**config.mk**
```make
export PLATFORM = sky130hd
export DESIGN_NAME = ps2_keyboard
export DESIGN_NICKNAME = d
export VERILOG_FILES = /design/src/rtl/ps2_pkg.sv /design/src/rtl/ps2_ascii_fifo.sv /design/src/rtl/ps2_keyboard.sv
export SDC_FILE = /design/constraint.sdc
export NUM_CORES = 1
export LEC_CHECK = 0
export ABC_AREA = 1
export CORE_ASPECT_RATIO = 0.5
export CORE_MARGIN = 3
export CORE_UTILIZATION = 65
export CTS_CLUSTER_DIAMETER = 40
export CTS_CLUSTER_SIZE = 10
export DETAILED_ROUTE_END_ITERATION = 16
export PLACE_DENSITY = 0.83
export SYNTH_ARGS = -nofsm -noshare
export SYNTH_HDL_FRONTEND = slang
export SYNTH_SLANG_ARGS = --single-unit
```
**constraint.sdc**
```tcl
create_clock -name clk -period 5 [get_ports clk]
set_input_delay 1.25 -clock clk [delete_from_list [all_inputs] [get_ports clk]]
set_output_delay 1.25 -clock clk [all_outputs]
set_load 0.005 [all_outputs]
```
**src/rtl/ps2_pkg.sv**
```systemverilog
// Shared PS/2 scan-code constants, receiver/decoder state types and the
// set-2 scan code to ASCII map used by the keyboard front end.
package ps2_pkg;

    localparam int ASCII_W = 8;

    localparam logic [7:0] SC_BREAK  = 8'hF0;
    localparam logic [7:0] SC_EXT    = 8'hE0;
    localparam logic [7:0] SC_LSHIFT = 8'h12;
    localparam logic [7:0] SC_RSHIFT = 8'h59;

    typedef enum logic [1:0] {
        RX_IDLE,
        RX_SHIFT,
        RX_CHECK
    } rx_state_t;

    typedef enum logic [1:0] {
        D_NORM,
        D_BREAK,
        D_EXT,
        D_EXT_BREAK
    } dec_state_t;

    typedef struct packed {
        logic                 valid;
        logic [ASCII_W-1:0]   ascii;
    } ascii_map_t;

    // Letters are resolved to an alphabet index first so shift only picks the base.
    function automatic ascii_map_t scan_to_ascii(input logic [7:0] code, input logic shift);
        ascii_map_t m;
        logic       is_letter;
        logic [4:0] idx;
        m         = '0;
        is_letter = 1'b0;
        idx       = '0;
        case (code)
            8'h1C: begin is_letter = 1'b1; idx = 5'd0;  end
            8'h32: begin is_letter = 1'b1; idx = 5'd1;  end
            8'h21: begin is_letter = 1'b1; idx = 5'd2;  end
            8'h23: begin is_letter = 1'b1; idx = 5'd3;  end
            8'h24: begin is_letter = 1'b1; idx = 5'd4;  end
            8'h2B: begin is_letter = 1'b1; idx = 5'd5;  end
            8'h34: begin is_letter = 1'b1; idx = 5'd6;  end
            8'h33: begin is_letter = 1'b1; idx = 5'd7;  end
            8'h43: begin is_letter = 1'b1; idx = 5'd8;  end
            8'h3B: begin is_letter = 1'b1; idx = 5'd9;  end
            8'h42: begin is_letter = 1'b1; idx = 5'd10; end
            8'h4B: begin is_letter = 1'b1; idx = 5'd11; end
            8'h3A: begin is_letter = 1'b1; idx = 5'd12; end
            8'h31: begin is_letter = 1'b1; idx = 5'd13; end
            8'h44: begin is_letter = 1'b1; idx = 5'd14; end
            8'h4D: begin is_letter = 1'b1; idx = 5'd15; end
            8'h15: begin is_letter = 1'b1; idx = 5'd16; end
            8'h2D: begin is_letter = 1'b1; idx = 5'd17; end
            8'h1B: begin is_letter = 1'b1; idx = 5'd18; end
            8'h2C: begin is_letter = 1'b1; idx = 5'd19; end
            8'h3C: begin is_letter = 1'b1; idx = 5'd20; end
            8'h2A: begin is_letter = 1'b1; idx = 5'd21; end
            8'h1D: begin is_letter = 1'b1; idx = 5'd22; end
            8'h22: begin is_letter = 1'b1; idx = 5'd23; end
            8'h35: begin is_letter = 1'b1; idx = 5'd24; end
            8'h1A: begin is_letter = 1'b1; idx = 5'd25; end
            8'h45: begin m.valid = 1'b1; m.ascii = 8'h30; end
            8'h16: begin m.valid = 1'b1; m.ascii = 8'h31; end
            8'h1E: begin m.valid = 1'b1; m.ascii = 8'h32; end
            8'h26: begin m.valid = 1'b1; m.ascii = 8'h33; end
            8'h25: begin m.valid = 1'b1; m.ascii = 8'h34; end
            8'h2E: begin m.valid = 1'b1; m.ascii = 8'h35; end
            8'h36: begin m.valid = 1'b1; m.ascii = 8'h36; end
            8'h3D: begin m.valid = 1'b1; m.ascii = 8'h37; end
            8'h3E: begin m.valid = 1'b1; m.ascii = 8'h38; end
            8'h46: begin m.valid = 1'b1; m.ascii = 8'h39; end
            8'h29: begin m.valid = 1'b1; m.ascii = 8'h20; end
            default: m = '0;
        endcase
        if (is_letter) begin
            m.valid = 1'b1;
            m.ascii = (shift ? 8'h41 : 8'h61) + {3'b000, idx};
        end
        return m;
    endfunction

endpackage

```
**src/rtl/ps2_ascii_fifo.sv**
```systemverilog
// Small ASCII character FIFO with a ready/valid read side; drops writes when
// full unless a pop happens in the same cycle.
module ps2_ascii_fifo
    import ps2_pkg::*;
#(
    parameter int DEPTH = 8
) (
    input  logic               clk,
    input  logic               clrn,
    input  logic               wr_en,
    input  logic [ASCII_W-1:0] wr_data,
    output logic [ASCII_W-1:0] rd_data,
    output logic               rd_valid,
    input  logic               rd_ready,
    output logic               overflow
);

    localparam int AW = (DEPTH > 1) ? $clog2(DEPTH) : 1;
    localparam logic [AW:0] PTR_ONE = {{AW{1'b0}}, 1'b1};

    logic [ASCII_W-1:0] mem_q [DEPTH];
    logic [AW:0]        wr_ptr_q, wr_ptr_d;
    logic [AW:0]        rd_ptr_q, rd_ptr_d;
    logic               full;
    logic               pop;
    logic               push_ok;

    // Pointers carry one extra MSB so full and empty differ only in that bit.
    always_comb begin
        full     = (wr_ptr_q[AW] != rd_ptr_q[AW]) && (wr_ptr_q[AW-1:0] == rd_ptr_q[AW-1:0]);
        rd_valid = (wr_ptr_q != rd_ptr_q);
        pop      = rd_valid && rd_ready;
        push_ok  = wr_en && (!full || pop);
        overflow = wr_en && full && !pop;
        rd_data  = rd_valid ? mem_q[rd_ptr_q[AW-1:0]] : '0;
        wr_ptr_d = push_ok ? wr_ptr_q + PTR_ONE : wr_ptr_q;
        rd_ptr_d = pop ? rd_ptr_q + PTR_ONE : rd_ptr_q;
    end

    always_ff @(posedge clk or negedge clrn) begin
        if (!clrn) begin
            wr_ptr_q <= '0;
            rd_ptr_q <= '0;
        end else begin
            wr_ptr_q <= wr_ptr_d;
            rd_ptr_q <= rd_ptr_d;
        end
    end

    always_ff @(posedge clk) begin
        if (push_ok) begin
            mem_q[wr_ptr_q[AW-1:0]] <= wr_data;
        end
    end

endmodule

```
**src/rtl/ps2_keyboard.sv**
```systemverilog
// PS/2 keyboard receiver, set-2 decoder and ASCII FIFO front end.
// Optional build macro PS2_REPEAT_FILTER_EN drops typematic repeats of a held key.
//
// state       | meaning
// RX_IDLE     | waiting for a start bit (falling ps2_clk with data low)
// RX_SHIFT    | shifting 8 data bits, parity and stop; timeout armed
// RX_CHECK    | one cycle: validate frame, run decoder, write FIFO
// D_NORM      | next byte is a make code or a prefix
// D_BREAK     | next byte is a released key
// D_EXT       | extended prefix seen, next byte ignored
// D_EXT_BREAK | extended release, next byte ignored
module ps2_keyboard
    import ps2_pkg::*;
#(
    parameter int FIFO_DEPTH     = 8,
    parameter int TIMEOUT_CYCLES = 50000
) (
    input  logic               clk,
    input  logic               clrn,
    input  logic               ps2_clk,
    input  logic               ps2_data,
    output logic [ASCII_W-1:0] key_ascii,
    output logic               key_valid,
    input  logic               key_ready,
    output logic               overflow,
    output logic               frame_err
);

    localparam int TW = $clog2(TIMEOUT_CYCLES + 1);
    localparam logic [TW-1:0] TIMER_LOAD = TW'(TIMEOUT_CYCLES - 1);
    localparam logic [TW-1:0] TIMER_ONE  = TW'(1);

    logic ps2_clk_s1_q, ps2_clk_s2_q, ps2_clk_s3_q;
    logic ps2_data_s1_q, ps2_data_s2_q;
    logic ps2_fall;

    rx_state_t     rx_state_q, rx_state_d;
    logic [3:0]    bit_cnt_q, bit_cnt_d;
    logic [9:0]    frame_q, frame_d;
    logic [TW-1:0] timer_q, timer_d;
    logic          frame_ok;
    logic          rx_err;

    dec_state_t    dec_state_q, dec_state_d;
    logic          shift_flag_q, shift_flag_d;
    logic [7:0]    rx_byte;
    logic          is_make;
    logic          is_release;
    logic          is_shift_code;
    logic          repeat_hit;
    ascii_map_t    map;
    logic          wr_en;
    logic [7:0]    wr_data;

    logic          fifo_ovf;
    logic          overflow_q, overflow_d;
    logic          frame_err_q, frame_err_d;

    // Idle-high reset values keep the edge detector quiet coming out of reset.
    always_ff @(posedge clk or negedge clrn) begin
        if (!clrn) begin
            ps2_clk_s1_q  <= 1'b1;
            ps2_clk_s2_q  <= 1'b1;
            ps2_clk_s3_q  <= 1'b1;
            ps2_data_s1_q <= 1'b1;
            ps2_data_s2_q <= 1'b1;
        end else begin
            ps2_clk_s1_q  <= ps2_clk;
            ps2_clk_s2_q  <= ps2_clk_s1_q;
            ps2_clk_s3_q  <= ps2_clk_s2_q;
            ps2_data_s1_q <= ps2_data;
            ps2_data_s2_q <= ps2_data_s1_q;
        end
    end

    assign ps2_fall = ps2_clk_s3_q && !ps2_clk_s2_q;

    always_comb begin
        rx_state_d = rx_state_q;
        bit_cnt_d  = bit_cnt_q;
        frame_d    = frame_q;
        timer_d    = timer_q;
        frame_ok   = 1'b0;
        rx_err     = 1'b0;
        case (rx_state_q)
            RX_IDLE: begin
                if (ps2_fall && !ps2_data_s2_q) begin
                    rx_state_d = RX_SHIFT;
                    bit_cnt_d  = '0;
                    timer_d    = TIMER_LOAD;
                end
            end
            RX_SHIFT: begin
                if (ps2_fall) begin
                    frame_d = {ps2_data_s2_q, frame_q[9:1]};
                    timer_d = TIMER_LOAD;
                    if (bit_cnt_q == 4'd9) begin
                        rx_state_d = RX_CHECK;
                        bit_cnt_d  = '0;
                    end else begin
                        bit_cnt_d = bit_cnt_q + 4'd1;
                    end
                end else if (timer_q == '0) begin
                    rx_state_d = RX_IDLE;
                    bit_cnt_d  = '0;
                    rx_err     = 1'b1;
                end else begin
                    timer_d = timer_q - TIMER_ONE;
                end
            end
            RX_CHECK: begin
                rx_state_d = RX_IDLE;
                // frame_q = {stop, parity, data[7:0]}
                if ((^frame_q[8:0]) && frame_q[9]) begin
                    frame_ok = 1'b1;
                end else begin
                    rx_err = 1'b1;
                end
            end
            default: rx_state_d = RX_IDLE;
        endcase
    end

    assign rx_byte       = frame_q[7:0];
    assign is_shift_code = (rx_byte == SC_LSHIFT) || (rx_byte == SC_RSHIFT);
    assign map           = scan_to_ascii(rx_byte, shift_flag_q);

    always_comb begin
        dec_state_d = dec_state_q;
        is_make     = 1'b0;
        is_release  = 1'b0;
        if (frame_ok) begin
            case (dec_state_q)
                D_NORM: begin
                    if (rx_byte == SC_BREAK) begin
                        dec_state_d = D_BREAK;
                    end else if (rx_byte == SC_EXT) begin
                        dec_state_d = D_EXT;
                    end else begin
                        is_make = 1'b1;
                    end
                end
                D_BREAK: begin
                    is_release  = 1'b1;
                    dec_state_d = D_NORM;
                end
                D_EXT: begin
                    dec_state_d = (rx_byte == SC_BREAK) ? D_EXT_BREAK : D_NORM;
                end
                D_EXT_BREAK: dec_state_d = D_NORM;
                default:     dec_state_d = D_NORM;
            endcase
        end
    end

`ifdef PS2_REPEAT_FILTER_EN
    logic [7:0] last_code_q, last_code_d;
    logic       last_valid_q, last_valid_d;

    assign repeat_hit = last_valid_q && (last_code_q == rx_byte);

    always_comb begin
        last_code_d  = last_code_q;
        last_valid_d = last_valid_q;
        if (is_make && !is_shift_code && !repeat_hit) begin
            last_code_d  = rx_byte;
            last_valid_d = 1'b1;
        end else if (is_release && repeat_hit) begin
            last_valid_d = 1'b0;
        end
    end

    always_ff @(posedge clk or negedge clrn) begin
        if (!clrn) begin
            last_code_q  <= '0;
            last_valid_q <= 1'b0;
        end else begin
            last_code_q  <= last_code_d;
            last_valid_q <= last_valid_d;
        end
    end
`else
    assign repeat_hit = 1'b0;
`endif

    always_comb begin
        shift_flag_d = shift_flag_q;
        wr_en        = 1'b0;
        wr_data      = '0;
        if (is_make) begin
            if (is_shift_code) begin
                shift_flag_d = 1'b1;
            end else if (!repeat_hit && map.valid) begin
                wr_en   = 1'b1;
                wr_data = map.ascii;
            end
        end
        if (is_release && is_shift_code) begin
            shift_flag_d = 1'b0;
        end
        overflow_d  = fifo_ovf;
        frame_err_d = rx_err;
    end

    always_ff @(posedge clk or negedge clrn) begin
        if (!clrn) begin
            rx_state_q   <= RX_IDLE;
            bit_cnt_q    <= '0;
            frame_q      <= '0;
            timer_q      <= '0;
            dec_state_q  <= D_NORM;
            shift_flag_q <= 1'b0;
            overflow_q   <= 1'b0;
            frame_err_q  <= 1'b0;
        end else begin
            rx_state_q   <= rx_state_d;
            bit_cnt_q    <= bit_cnt_d;
            frame_q      <= frame_d;
            timer_q      <= timer_d;
            dec_state_q  <= dec_state_d;
            shift_flag_q <= shift_flag_d;
            overflow_q   <= overflow_d;
            frame_err_q  <= frame_err_d;
        end
    end

    ps2_ascii_fifo #(
        .DEPTH (FIFO_DEPTH)
    ) u_fifo (
        .clk      (clk),
        .clrn     (clrn),
        .wr_en    (wr_en),
        .wr_data  (wr_data),
        .rd_data  (key_ascii),
        .rd_valid (key_valid),
        .rd_ready (key_ready),
        .overflow (fifo_ovf)
    );

    assign overflow  = overflow_q;
    assign frame_err = frame_err_q;

endmodule
```
; Word-level counts from Yosys, hierarchy flattened
; Memory sizes are Yosys's and may differ from the RTL's.
; Index checks and enable logic that the tools add are counted.
[classes]
addsub = 5
mul = 0
div = 0
magnitude_cmp = 0
eq_ne = 55
shift = 0
n_mux = 47
n_bitwise = 0
reduce_logical = 30
[ops]
columns = cell, n
row1 = $eq 8x6->1 const B, 23
row2 = $pmux 5 s25, 1
row3 = $pmux 9 s11, 1
row4 = $eq 8x5->1 const B, 8
row5 = $eq 8x7->1 const B, 8
row6 = $mux 16, 3
row7 = $mux 8, 4
row8 = $pmux 16 s2, 1
row9 = $reduce_or 26->1, 1
row10 = $mux 1, 20
row11 = $eq 8x8->1 const B, 2
row12 = $logic_not 16->1, 1
row13 = $mux 4, 4
row14 = $sub 16x1->16 const B, 1
row15 = $mux 2, 7
row16 = $add 4x1->4 const B, 3
row17 = $ne 3x3->1 const B, 4
row18 = $logic_and 1x1->1, 9
row19 = $mux 9, 1
row20 = $reduce_and 3->1, 3
row21 = $reduce_xor 9->1, 1
row22 = $add 7x5->8, 1
row23 = $pmux 4 s2, 1
row24 = $eq 2x2->1 const B, 3
row25 = other kinds (16), 26
[totals]
ff_bits = 50
latch_bits = 0
mem_bits_rw = 64
mem_bits_ro = 0
inputBits = 5
output_inout_bits = 11
n_memories = 1
[memory_table]
columns = name, depth, word_bits, read_ports, rd_ports_with_merged_regs, write_ports, line
row1 = u_fifo.mem_q, 8, 8, 1, 0, 1, ps2_ascii_fifo.sv:21  ; logic [ASCII_W-1:0] mem_q [DEPTH];

; Depth between registers and ports, before layout
[depth]
ltp_word = 10
mapped_depth = 16
mapped_depth_nobuf = 15

; Cells and area by module
; Synthesis repeated with hierarchy kept, for this count alone.
[hier_totals]
hier_cells = 708
hier_area_um2 = 6203.4
[modules_own_cells]
columns = module, instances, cells_each, area_per_inst_um2, seq_area_each_um2
row1 = ps2_keyboard, 1, 440, 3130.5, 1057.3
row2 = ps2_ascii_fifo, 1, 268, 3072.9, 2122.0

; Least setup slack after synthesis
; Ideal clock, no wire load.
[synth_timing]
path_kind = reg2out
from = register u_fifo.rd_ptr_q[0]
to = output port key_ascii[0]
arrival_ns = 1.375
required_time_ns = 3.750
slack_ns = 2.375
stages_incl_launch_ff = 10
n_path_buf = 2
cell_sequence = dfrtp_1 clkbuf_1 inv_2 nand2_1 nand4_1 nor2_1 nand2_1 clkbuf_1 o21ai_0 a31oi_1
[synth_via]
elab_chain_cells = 2
elab_cells_between_ends = 3
classes_between = 1 x eq/ne / 1 x mux / 1 x memory
[synth_lines]
columns = item, line
row1 = start: declaration, ps2_ascii_fifo.sv:23  ; logic [AW:0] rd_ptr_q, rd_ptr_d;
row2 = start signal: assignment, ps2_ascii_fifo.sv:46  ; rd_ptr_q <= rd_ptr_d;
row3 = $ne 4x4->1, ps2_ascii_fifo.sv:31  ; rd_valid = (wr_ptr_q != rd_ptr_q);
row4 = named net key_valid, ps2_keyboard.sv:23  ; output logic key_valid,
row5 = $mux 8, ps2_ascii_fifo.sv:35  ; rd_data = rd_valid ? mem_q[rd_ptr_q[AW-1:0]] : '0;
row6 = end: declaration, ps2_keyboard.sv:22  ; output logic [ASCII_W-1:0] key_ascii,
; The timed path passes the listed nets, and every way through them passes these cells.

; Worst setup path in the final report
[layout_timing]
from = register u_fifo.rd_ptr_q[1]
to = output port key_ascii[0]
[layout_via]
elab_chain_cells = 2
elab_cells_between_ends = 3
classes_between = 1 x eq/ne / 1 x mux / 1 x memory
[layout_lines]
columns = item, line
row1 = $mem_v2 8x8 / $ne 4x4->1 (equally long branches), --
row2 = $mux 8 *, ps2_ascii_fifo.sv:35
; Every way passes the cells marked *; elsewhere a longest branch is shown, timed or not.

==> results.md <==
* Die Ht at 74.6 um
* Final instance area at 0.00697 mm2
* Post-Route Skew at 0.0123 ns
* Leakage at 3.15 nW
* Hold endpoint: ps2_data_s2_q$_DFF_PN1_
* Iter 0 DRT Violations at 431
* Post-Synthesis Cells at 686
* Critical R2R Capture: u_fifo.mem_q[3][3]$_DFFE_PP_
* Final net count at 735
* Non-Filler Instances at 835
* Min-delay src: ps2_data_s1_q$_DFF_PN1_
* Top Ports at 16
* Share of flip-flops with an asynchronous set or reset at 43.9%
* Pre-CTS worst setup slack at 1.49 ns
* EDFF count, synth at 64
* Outcome: finished, final reports clean
* CTS max path bufs at 2
* WP data arrival at ~2.8 ns
* CP Launch Type: flop
* FF-to-FF Start: frame_q[4]$_DFFE_PN0P_
* Root Buffer: clkbuf_16
* HPWL after DPL at 9.06 mm
* Final Hold Fails at 0
* Wire per inst at about 16 um
* Synthesis-stage register bit count at approximately 110
* Cell Pwr Density at 510 mW/mm2
* Die W at 143 um
* Max IR drop VDD at 265 uV
* Setup CP Type: flop to output pin
* Fmax at around 250 MHz
* Syn Nets at between 700 and 800
* Synth cell types at 48
* Syn_area_per_cell at 8.91 um2
* Final wirelength at 13.5 mm
* Slew HR at 24.6%
* Placed insts at roughly 800
* Yosys Warn Count at 0
* Critical Path RT at between 3 and 4 ns
* Unrepaired setup endpoints after global routing: no
* Post-CTS Setup Repair Bufs at 0
* Hold Crit Class: flop to flop
* Minimum clock period after layout at 4.06 ns
* DR vias at roughly 4900
* # port buffers at 15
* Filler Cell Count at 564
* Final antenna-violating net count at 0
* Setup TNS at 0 ns
* Gr usage total at approximately 27%
* Die area at 0.0107 mm2
* Reg area at 0.00318 mm2
* Tcrit/Tclk final at 81.2%
* Post-Syn Area at 0.00611 mm2
* Initial antenna violation count at 0
* Core Footprint at roughly 0.0089 mm2
* GP Congestion at 0.948
* CTS resizes at 0
* Seq/Total Area, Yosys at a little over half
* Vias in the first global route at ~4500
* Largest net degree at the start of global routing at 51
* Placed Area at approximately 0.0063 mm2
* DR DRC count at 0
* Antenna diode count at 0
* Row count at 24
* Critical Path End Type: output pin
* 1st-pass router iterations at 5
* Setup violators final at 0
* Final Max Tran Viols at 0
* Hold buffers post-CTS at 0
* TritonCTS clock tree: done
* Hold Path Cell Cnt at 0
* Initial Util at around two thirds
* Max-cap violations at 0
* TritonCTS Buffers at 17
* First-pass GRT wire length at 22.0 mm
* Gr ovfl total at 0
* Crit-path max FO at 19
* Area occupied by multi-input gates at approximately 0.0026 mm2
* Layout cells sized above 1 at 11.3%
* Worst reg-to-reg setup slack at 1.72 ns
* Clock slew at reported path FFs at around 0.050 ns
* Worst Tran Pin Value at between 1 and 1.5 ns
* R2R depth at 13
* Setup ws final at about 0.94 ns
* Post-synth top flop: edfxtp_1
* Synthesis-to-layout area growth at 14.2%
* Worst-skew pair later-pin latency at just over 0.4 ns
* Clk sinks at roughly 110
* H-tree depth at 4
* Vias/cell at between 5 and 6
logic make-up (layout without fill, tap and decap cells):
family	count (synthesis)	in the layout	synth area share, %
flops	114	114	52.0
compound gates	118	118	10.6
simple gates	324	324	24.3
xor+xnor	11	11	1.58
fa+ha+maj	25	25	5.12
buf+inv	93	125	6.16
mux	1	1	0.164
worst max-delay path: stages, from the launching register on:
cell	delay [ns]
dfrtp_1	0.60
inv_2	0.36
nand2_1	0.09
nand4_1	0.10
nor2_1	0.06
nand2_1	0.28
o21ai_0	0.21
a31oi_1	0.19
clkdlybuf4s50_1	0.52
layout make-up:
cell class	instances	share of cell area, %
Timing Repair Buffer	17	2.30
Sequential cell	114	45.6
Clock buffer	19	6.21
Inverter	76	4.23
Tap cell	117	2.10
Clock inverter	13	2.96
Multi-Input combinational cell	479	36.6
through the flow:
step | hold WS, ns | total power [mW] | util [%]
after floorplan | 0.345 | 1.90 | -
after global placement | 0.346 | 2.18 | 71.0
after detailed placement | 0.349 | 2.22 | 71.0
after CTS | 0.362 | 3.55 | 78.2
after global routing | 0.368 | 3.75 | 78.2
final | 0.358 | 3.55 | 78.2
power by group:
| group | internal [mW] | leakage (nW) | switching [mW] |
|---|---|---|---|
| combinational | 0.402 | 1.52 | 0.704 |
| sequential | 1.06 | 1.32 | 0.0749 |
| clock | 0.884 | 0.308 | 0.431 |
| total | 2.34 | 3.15 | 1.21 |
worst max path at each step:
| stage | from | to | slack (ns) | depth (start not counted) |
|---|---|---|---|---|
| 2_1_floorplan | u_fifo.rd_ptr_q[0]$_DFFE_PN0P_ | key_ascii[0] | 2.38 | 9 |
| 3_3_place_gp | u_fifo.rd_ptr_q[1]$_DFFE_PN0P_ | key_ascii[7] | 1.60 | 8 |
| 3_5_place_dp | u_fifo.rd_ptr_q[1]$_DFFE_PN0P_ | key_ascii[1] | 1.49 | 8 |
| 4_1_cts | u_fifo.rd_ptr_q[1]$_DFFE_PN0P_ | key_ascii[0] | 1.0 | 8 |
| 5_1_grt | u_fifo.rd_ptr_q[1]$_DFFE_PN0P_ | key_ascii[0] | 0.71 | 8 |
| 6_report | u_fifo.rd_ptr_q[1]$_DFFE_PN0P_ | key_ascii[0] | 0.94 | 8 |
layer usage:
layer  share of wire [%]  wire length [um]  vias to the layer above  GRT usage [%]
met3                 6.6               897                       25           7.32
met5                   0                 0                        -              0
met2                  48              6470                      206           44.3
li1                    -                 -                     2329              -
met1                  44              5910                     2294           35.2
met4                 1.9               260                        0           9.69
state kept, by name, indices dropped and copies added (netlist names):
register	flops
u_fifo.rd_ptr_q	4
u_fifo.wr_ptr_q	4
ps2_data_s1_q	1
u_fifo.mem_q	64
ps2_clk_s1_q	1
overflow	1
timer_q	16
rx_state_q	2
ps2_data_s2_q	1
bit_cnt_q	4
dec_state_q	2
frame_q	10
ps2_clk_s2_q	1
ps2_clk_s3_q	1
shift_flag_q	1
frame_err	1
cells in the mapped netlist (all sizes together), types with 4 or more instances:
cell type / n / share of area [%]
dfrtp: 45 / 18
edfxtp: 64 / 31
clkbuf: 12 / 0.74
nor3: 12 / 1.2
xor2: 7 / 1.0
buf: 5 / 0.59
xnor2: 4 / 0.57
o22ai: 12 / 1.2
nor2: 113 / 7.8
nand4: 10 / 1.4
dfstp: 5 / 2.2
ha: 25 / 5.1
a21oi: 23 / 1.9
nand2: 149 / 10
a31oi: 10 / 1.0
nand3: 35 / 3.3
o21ai: 65 / 5.4
inv: 76 / 4.8
placed cells by master (no fill, tap or decap), types with 12 or more instances in the layout:
cell             count
a21oi_1             22
clkbuf_16           17
clkdlybuf4s50_1     14
dfrtp_1             45
edfxtp_1            64
ha_1                25
inv_1               68
nand2_1            138
nand3_1             31
nor2_1             101
o21ai_0             62
o22ai_1             12
Power figures use the tool's default switching activity.
